`config.mk`:
```
export PLATFORM = sky130hd
export DESIGN_NAME = muldiv_sequencer
export DESIGN_NICKNAME = d
export VERILOG_FILES = /design/src/rtl/muldiv_sequencer.sv
export SDC_FILE = /design/constraint.sdc
export NUM_CORES = 1
export LEC_CHECK = 0
export BUFFER_PORTS_ARGS = -buffer_cell sky130_fd_sc_hd__buf_2
export CAP_MARGIN = 40
export CORE_ASPECT_RATIO = 1.2
export CORE_MARGIN = 4
export CORE_UTILIZATION = 45
export CTS_BUF_LIST = sky130_fd_sc_hd__clkbuf_2 sky130_fd_sc_hd__clkbuf_4 sky130_fd_sc_hd__clkbuf_8
export CTS_CLUSTER_SIZE = 14
export DETAILED_ROUTE_END_ITERATION = 16
export PLACE_DENSITY = 0.66
export SETUP_SLACK_MARGIN = 0.3
export SYNTH_ARGS = -nofsm -noshare
export SYNTH_HDL_FRONTEND = slang
export SYNTH_SLANG_ARGS = --single-unit
```
`constraint.sdc`:
```
create_clock -name clk -period 4 [get_ports clk]
set_input_delay 0.2 -clock clk [delete_from_list [all_inputs] [get_ports clk]]
set_output_delay 0.2 -clock clk [all_outputs]
set_load 0.01 [all_outputs]
```
`src/rtl/muldiv_sequencer.sv`:
```
// muldiv_sequencer: runs MULT/MULTU/DIV/DIVU on the shared EXE ALU, one add/sub per cycle.
// Latency: start at edge T -> busy T+1..T+W+1, done pulse with hi/lo valid at T+W+2.
// Backpressure: none; start is ignored while busy, flush aborts without touching hi/lo.
// Ports: clk/rst (sync, active high); start/op/a/b request; flush abort;
//   busy/done status; hi/lo result registers; alu_in1/alu_in2/alu_shamt/alu_op drive the
//   ALU operand/op mux while busy; alu_out is the ALU result in the same cycle.

`ifndef WORDLENGTH
`define WORDLENGTH 32
`endif
`ifndef SHAMT_LENGTH
`define SHAMT_LENGTH 5
`endif
`ifndef NO_OP
`define NO_OP 4'b0000
`endif
`ifndef ALU_ADD
`define ALU_ADD 4'b0010
`endif
`ifndef ALU_SUB
`define ALU_SUB 4'b0110
`endif

module muldiv_sequencer #(
  parameter int W = `WORDLENGTH
) (
  input  logic                     clk,
  input  logic                     rst,
  input  logic                     start,
  input  logic [1:0]               op,
  input  logic [W-1:0]             a,
  input  logic [W-1:0]             b,
  input  logic                     flush,
  output logic                     busy,
  output logic                     done,
  output logic [W-1:0]             hi,
  output logic [W-1:0]             lo,
  output logic [W-1:0]             alu_in1,
  output logic [W-1:0]             alu_in2,
  output logic [`SHAMT_LENGTH-1:0] alu_shamt,
  output logic [3:0]               alu_op,
  input  logic [W-1:0]             alu_out
);

  localparam int CW = (W > 1) ? $clog2(W) : 1;

  typedef enum logic [1:0] {S_IDLE, S_ITER, S_FIX, S_DONE} state_t;

  state_t        state_q, state_d;
  logic [CW-1:0] cnt_q, cnt_d;
  logic          is_div_q, is_div_d;
  logic          sa_q, sa_d, sb_q, sb_d;
  logic [W-1:0]  acc_q, acc_d;    // multiply: acc_hi, divide: remainder
  logic [W-1:0]  wrk_q, wrk_d;    // multiply: multiplier, divide: quotient
  logic [W-1:0]  opnd_q, opnd_d;  // multiply: multiplicand, divide: divisor
  logic [W-1:0]  araw_q, araw_d;  // raw dividend, returned in hi on divide by zero
  logic [W-1:0]  hi_q, hi_d, lo_q, lo_d;

  logic          accept;
  logic [W-1:0]  div_s;
  logic          sgn, sa_in, sb_in;
  logic [W-1:0]  amag, bmag;
  logic          carry;
  logic [2*W-1:0] prod;

  // Start is honoured from IDLE and from DONE (back-to-back), never while busy.
  assign accept = (state_q == S_IDLE || state_q == S_DONE) && start && !flush;

  // Restoring-divide shift: top bit of rem falls out as the implicit 2^W term.
  assign div_s = {acc_q[W-2:0], wrk_q[W-1]};

  assign sgn   = ~op[0];
  assign sa_in = sgn & a[W-1];
  assign sb_in = sgn & b[W-1];
  assign amag  = sa_in ? ({W{1'b0}} - a) : a;
  assign bmag  = sb_in ? ({W{1'b0}} - b) : b;
  assign carry = (alu_out < acc_q);

  // State and datapath registers
  always_ff @(posedge clk) begin
    if (rst) begin
      state_q  <= S_IDLE;
      cnt_q    <= '0;
      is_div_q <= 1'b0;
      sa_q     <= 1'b0;
      sb_q     <= 1'b0;
      acc_q    <= '0;
      wrk_q    <= '0;
      opnd_q   <= '0;
      araw_q   <= '0;
      hi_q     <= '0;
      lo_q     <= '0;
    end else begin
      state_q  <= state_d;
      cnt_q    <= cnt_d;
      is_div_q <= is_div_d;
      sa_q     <= sa_d;
      sb_q     <= sb_d;
      acc_q    <= acc_d;
      wrk_q    <= wrk_d;
      opnd_q   <= opnd_d;
      araw_q   <= araw_d;
      hi_q     <= hi_d;
      lo_q     <= lo_d;
    end
  end

  // Next-state logic
  always_comb begin
    state_d = state_q;
    case (state_q)
      S_IDLE: if (accept) state_d = S_ITER;
      S_ITER: begin
        if (flush)                         state_d = S_IDLE;
        else if (cnt_q == CW'(W - 1))      state_d = S_FIX;
      end
      S_FIX:  state_d = flush ? S_IDLE : S_DONE;
      S_DONE: state_d = accept ? S_ITER : S_IDLE;
      default: state_d = S_IDLE;
    endcase
  end

  // Outputs: status and ALU mux
  always_comb begin
    busy      = (state_q == S_ITER) || (state_q == S_FIX);
    done      = (state_q == S_DONE);
    hi        = hi_q;
    lo        = lo_q;
    alu_shamt = '0;
    alu_op    = `NO_OP;
    alu_in1   = '0;
    alu_in2   = '0;
    if (state_q == S_ITER) begin
      alu_op  = is_div_q ? `ALU_SUB : `ALU_ADD;
      alu_in1 = is_div_q ? div_s : acc_q;
      alu_in2 = opnd_q;
    end
  end

  // Datapath next values
  always_comb begin
    cnt_d    = cnt_q;
    is_div_d = is_div_q;
    sa_d     = sa_q;
    sb_d     = sb_q;
    acc_d    = acc_q;
    wrk_d    = wrk_q;
    opnd_d   = opnd_q;
    araw_d   = araw_q;
    hi_d     = hi_q;
    lo_d     = lo_q;
    prod     = {acc_q, wrk_q};
    if (accept) begin
      cnt_d    = '0;
      is_div_d = op[1];
      sa_d     = sa_in;
      sb_d     = sb_in;
      acc_d    = '0;
      wrk_d    = op[1] ? amag : bmag;
      opnd_d   = op[1] ? bmag : amag;
      araw_d   = a;
    end else if (state_q == S_ITER) begin
      cnt_d = cnt_q + CW'(1);
      if (!is_div_q) begin
        // Carry out of acc_hi + mcand becomes the new top bit after the shift.
        if (wrk_q[0]) {acc_d, wrk_d} = {carry, alu_out, wrk_q[W-1:1]};
        else          {acc_d, wrk_d} = {1'b0, acc_q, wrk_q[W-1:1]};
      end else begin
        if (acc_q[W-1] || (div_s >= opnd_q)) begin
          acc_d = alu_out;
          wrk_d = {wrk_q[W-2:0], 1'b1};
        end else begin
          acc_d = div_s;
          wrk_d = {wrk_q[W-2:0], 1'b0};
        end
      end
    end else if (state_q == S_FIX && !flush) begin
      if (!is_div_q) begin
        if (sa_q ^ sb_q) prod = {(2*W){1'b0}} - {acc_q, wrk_q};
        hi_d = prod[2*W-1:W];
        lo_d = prod[W-1:0];
      end else if (opnd_q == '0) begin
        lo_d = '1;
        hi_d = araw_q;
      end else begin
        lo_d = (sa_q ^ sb_q) ? ({W{1'b0}} - wrk_q) : wrk_q;
        hi_d = sa_q ? ({W{1'b0}} - acc_q) : acc_q;
      end
    end
  end

endmodule

```
==> impl_results.md <==
- Outcome: complete, no violations
- CTS tree: built
- Die area: 0.03712 mm²
- Vias in the first global route: 16.15k
- Crit Path Category: flop to flop
- Worst hold-check path type: input port to flop
- Reg clk slew, reported paths: 60 ps
- Hold-fix buffers at CTS: 62
- Synth Cell Area: 0.01534 mm²
- Vias per cell: 6.145
- Flops & latches, synth: 202
- Fin nets: 2,481
- Post-DRT Antenna Nets: 0
- Fin worst setup slack: 811.2 ps
- Reg2reg setup slack: 810 ps
- Max Root-Sink Buffers: 3
- Cell taking the most area after synthesis: dfxtp_1
- GP Congestion: 1.002
- Starting Density: 45.89%
- Setup Buffers After CTS: 0
- Max Clock Freq: 313.6 MHz
- Htree depth: 2
- TritonRoute pass-1 iters: 6
- TritonCTS buffer count: 35
- Core area: 0.03343 mm²
- Syn Area/Cell: 7.319 µm²
- Dpl ws: 819.8 ps
- Worst Tran Pin Value: 839.8 ps
- Post-Synthesis Cells: 2,096
- Die height: 210.3 µm
- First DRT Iteration DRCs: 1,804
- Worst Path Required: 4470 ps
- Slew headroom: 43.81%
- Largest net degree at the start of global routing: 64
- Tot GR Track Use: 32.16%
- R2r endpoint: hi[24]
- Number of flops mapped to enable cells by yosys: 0
- First-pass GRT wire length: 93,960 µm
- Synth area leaders: dfxtp_1 26%, mux2i_1 7.0%, a21oi_1 6.4%
- Count leader, synth: nor2_1
- RSZ-0062 raised after global routing: false
- CTS Root Cell: clkbuf_8
- CP max FO: 11
- Setup TNS: 0 ps
- WL/cell: 22.55 µm
- CP endpoint kind: flop
- DP HPWL: 47,240 µm
- Port Buf Inserts: 233
- Fillers: 3,257
- # IOs: 241
- Number of cell rows: 73
- Ys async rst share: 0%
- Final setup violating endpoints: 0
- Register area share after synthesis: 26.36%
- Synth Warn #: 0
- # diodes: 0
- Synth cell count leaders: 256 x nor2_1, 202 x dfxtp_1, 197 x a21oi_1
- Total grt overflow: 0
- Leak pwr: 7.016 nW
- DRC: 0
- Initial antenna violation count: 0
- CTS resizes: 0
- Die X: 176.5 µm
- Worst R2R Path Depth: 7
- Period utilisation layout: 79.72%
- Hold Vio Cnt, Final: 0
- CP Launch Point: wrk_q[9]
- Post-synth top area share: 26.36%
- Clk sinks: 202
- Crit path to: hi[24]
- Worst EP arrival: 3650 ps
- Layout cells sized above 1: 17.05%
- Final wirelength: 62,660 µm
- Clock skew: 28.49 ps
- CP Launch Type: flop
- Vias: 17.08k
- Number of max-cap violations: 0
- Reg-to-reg startpoint: wrk_q[9]
- Pwr dens: 460.7 mW/mm²
- Area Overhead vs Synth: 18.72%
- Worst VDD drop: 0.2303 mV
- Tmin final: 3189 ps
- Dominant synthesized flop cell: dfxtp_1
- Clk_lat worst skew: 570 ps
- Final Max Tran Viols: 0
- Yosys cell types: 68
## cells by family (layout without fill, tap and decap cells)
| group | after synthesis | count (layout) | share of synthesized area [%] |
|---|---|---|---|
| XOR/XNOR | 139 | 139 | 7.936 |
| multiplexers | 115 | 115 | 7.561 |
| AND/OR/NAND/NOR | 700 | 700 | 21.07 |
| buffers and inverters | 272 | 499 | 6.998 |
| other | 1 | 7 | 0.02445 |
| adder cells (fa/ha/maj) | 74 | 74 | 6.036 |
| flip-flops | 202 | 202 | 26.36 |
| AO/OA/AOI/OAI | 593 | 593 | 24.01 |
## flip-flops by register name, summed over array words and instances, names as in the netlist
name      count
opnd_q       32
acc_q        32
cnt_q         5
araw_q       32
hi           32
state_q       2
lo           32
sa_q          1
sb_q          1
wrk_q        32
is_div_q      1
## layout by cell type (no fill, tap or decap), types with 12 or more instances in the layout
cell type / count
o31ai_1: 31
nand4_1: 17
o211ai_1: 37
dlygate4sd3_1: 62
buf_2: 232
nor4_1: 31
nand3_1: 55
or4_1: 16
inv_1: 78
clkbuf_8: 44
buf_4: 62
xnor2_1: 98
o221ai_1: 18
a31oi_1: 46
or3_1: 21
nor2b_1: 12
nor2_1: 255
ha_1: 73
nand2_1: 190
dfxtp_1: 200
mux2i_1: 108
nor3_1: 43
a211oi_1: 52
a21oi_1: 196
o22ai_1: 13
xor2_1: 39
o21ai_0: 130
## worst min-delay path by stage
stage | cells after the start | startpoint | end | slack [ps]
detailed placement | 2 | hi[0] | hi[0] | 430
global placement | 2 | hi[0] | hi[0] | 430
global route | 3 | a[8] | araw_q[8] | 40
CTS | 3 | a[8] | araw_q[8] | 4
finish | 4 | flush | state_q[1] | 50
floorplan | 2 | a[17] | araw_q[17] | 340
## where the power goes
| part | internal, mW | switching [mW] |
|---|---|---|
| registers | 2.19 | 0.361 |
| clock network | 1.07 | 0.926 |
| logic | 1.30 | 2.53 |
## per-stage QoR
| step | hold slack [ps] | utilization (%) | cells | power, mW | instance area [µm²] |
|---|---|---|---|---|---|
| after floorplan | 336.0 | - | 2102 | 4.977 | 15360 |
| after global placement | 430.0 | 50.29 | 2652 | 6.203 | 16810 |
| after detailed placement | 429.8 | 50.44 | 2656 | 6.265 | 16860 |
| after CTS | 4.325 | 54.48 | 2779 | 8.304 | 18210 |
| after global routing | 37.09 | 54.48 | 2779 | 8.815 | 18210 |
| final | 54.64 | 54.48 | 2779 | 8.390 | 18210 |
## routing by layer
| layer | vias up | part of all wire, % | routed length, µm | track usage [%] |
|---|---|---|---|---|
| met2 | 944 | 46 | 28720 | 52.64 |
| met5 | - | 0 | 0 | 0 |
| met3 | 245 | 7.5 | 4683 | 3.749 |
| met1 | 7996 | 38 | 24110 | 39.55 |
| li1 | 7891 | - | - | - |
| met4 | 0 | 8.2 | 5136 | 21.94 |
## final cells by class
cell class | instances | area, µm² | share of cell area, %
inverters | 79 | 296.5 | 1.628
well taps | 450 | 563.0 | 3.092
clock buffers | 52 | 665.6 | 3.655
repair buffers | 359 | 2290 | 12.57
flip-flops and latches | 202 | 4049 | 22.23
multi-input cells | 1628 | 10280 | 56.48
clock inverters | 9 | 62.56 | 0.3435
## critical path, cell delays in order (launching register included)
cell and delay, ps:
dfxtp_1 380, or4_4 580, or4_4 500, or4_4 670
o41ai_1 440, xnor2_1 160, nor2_1 60, o31a_1 290
No activity file was read; power rests on OpenSTA's default activity.
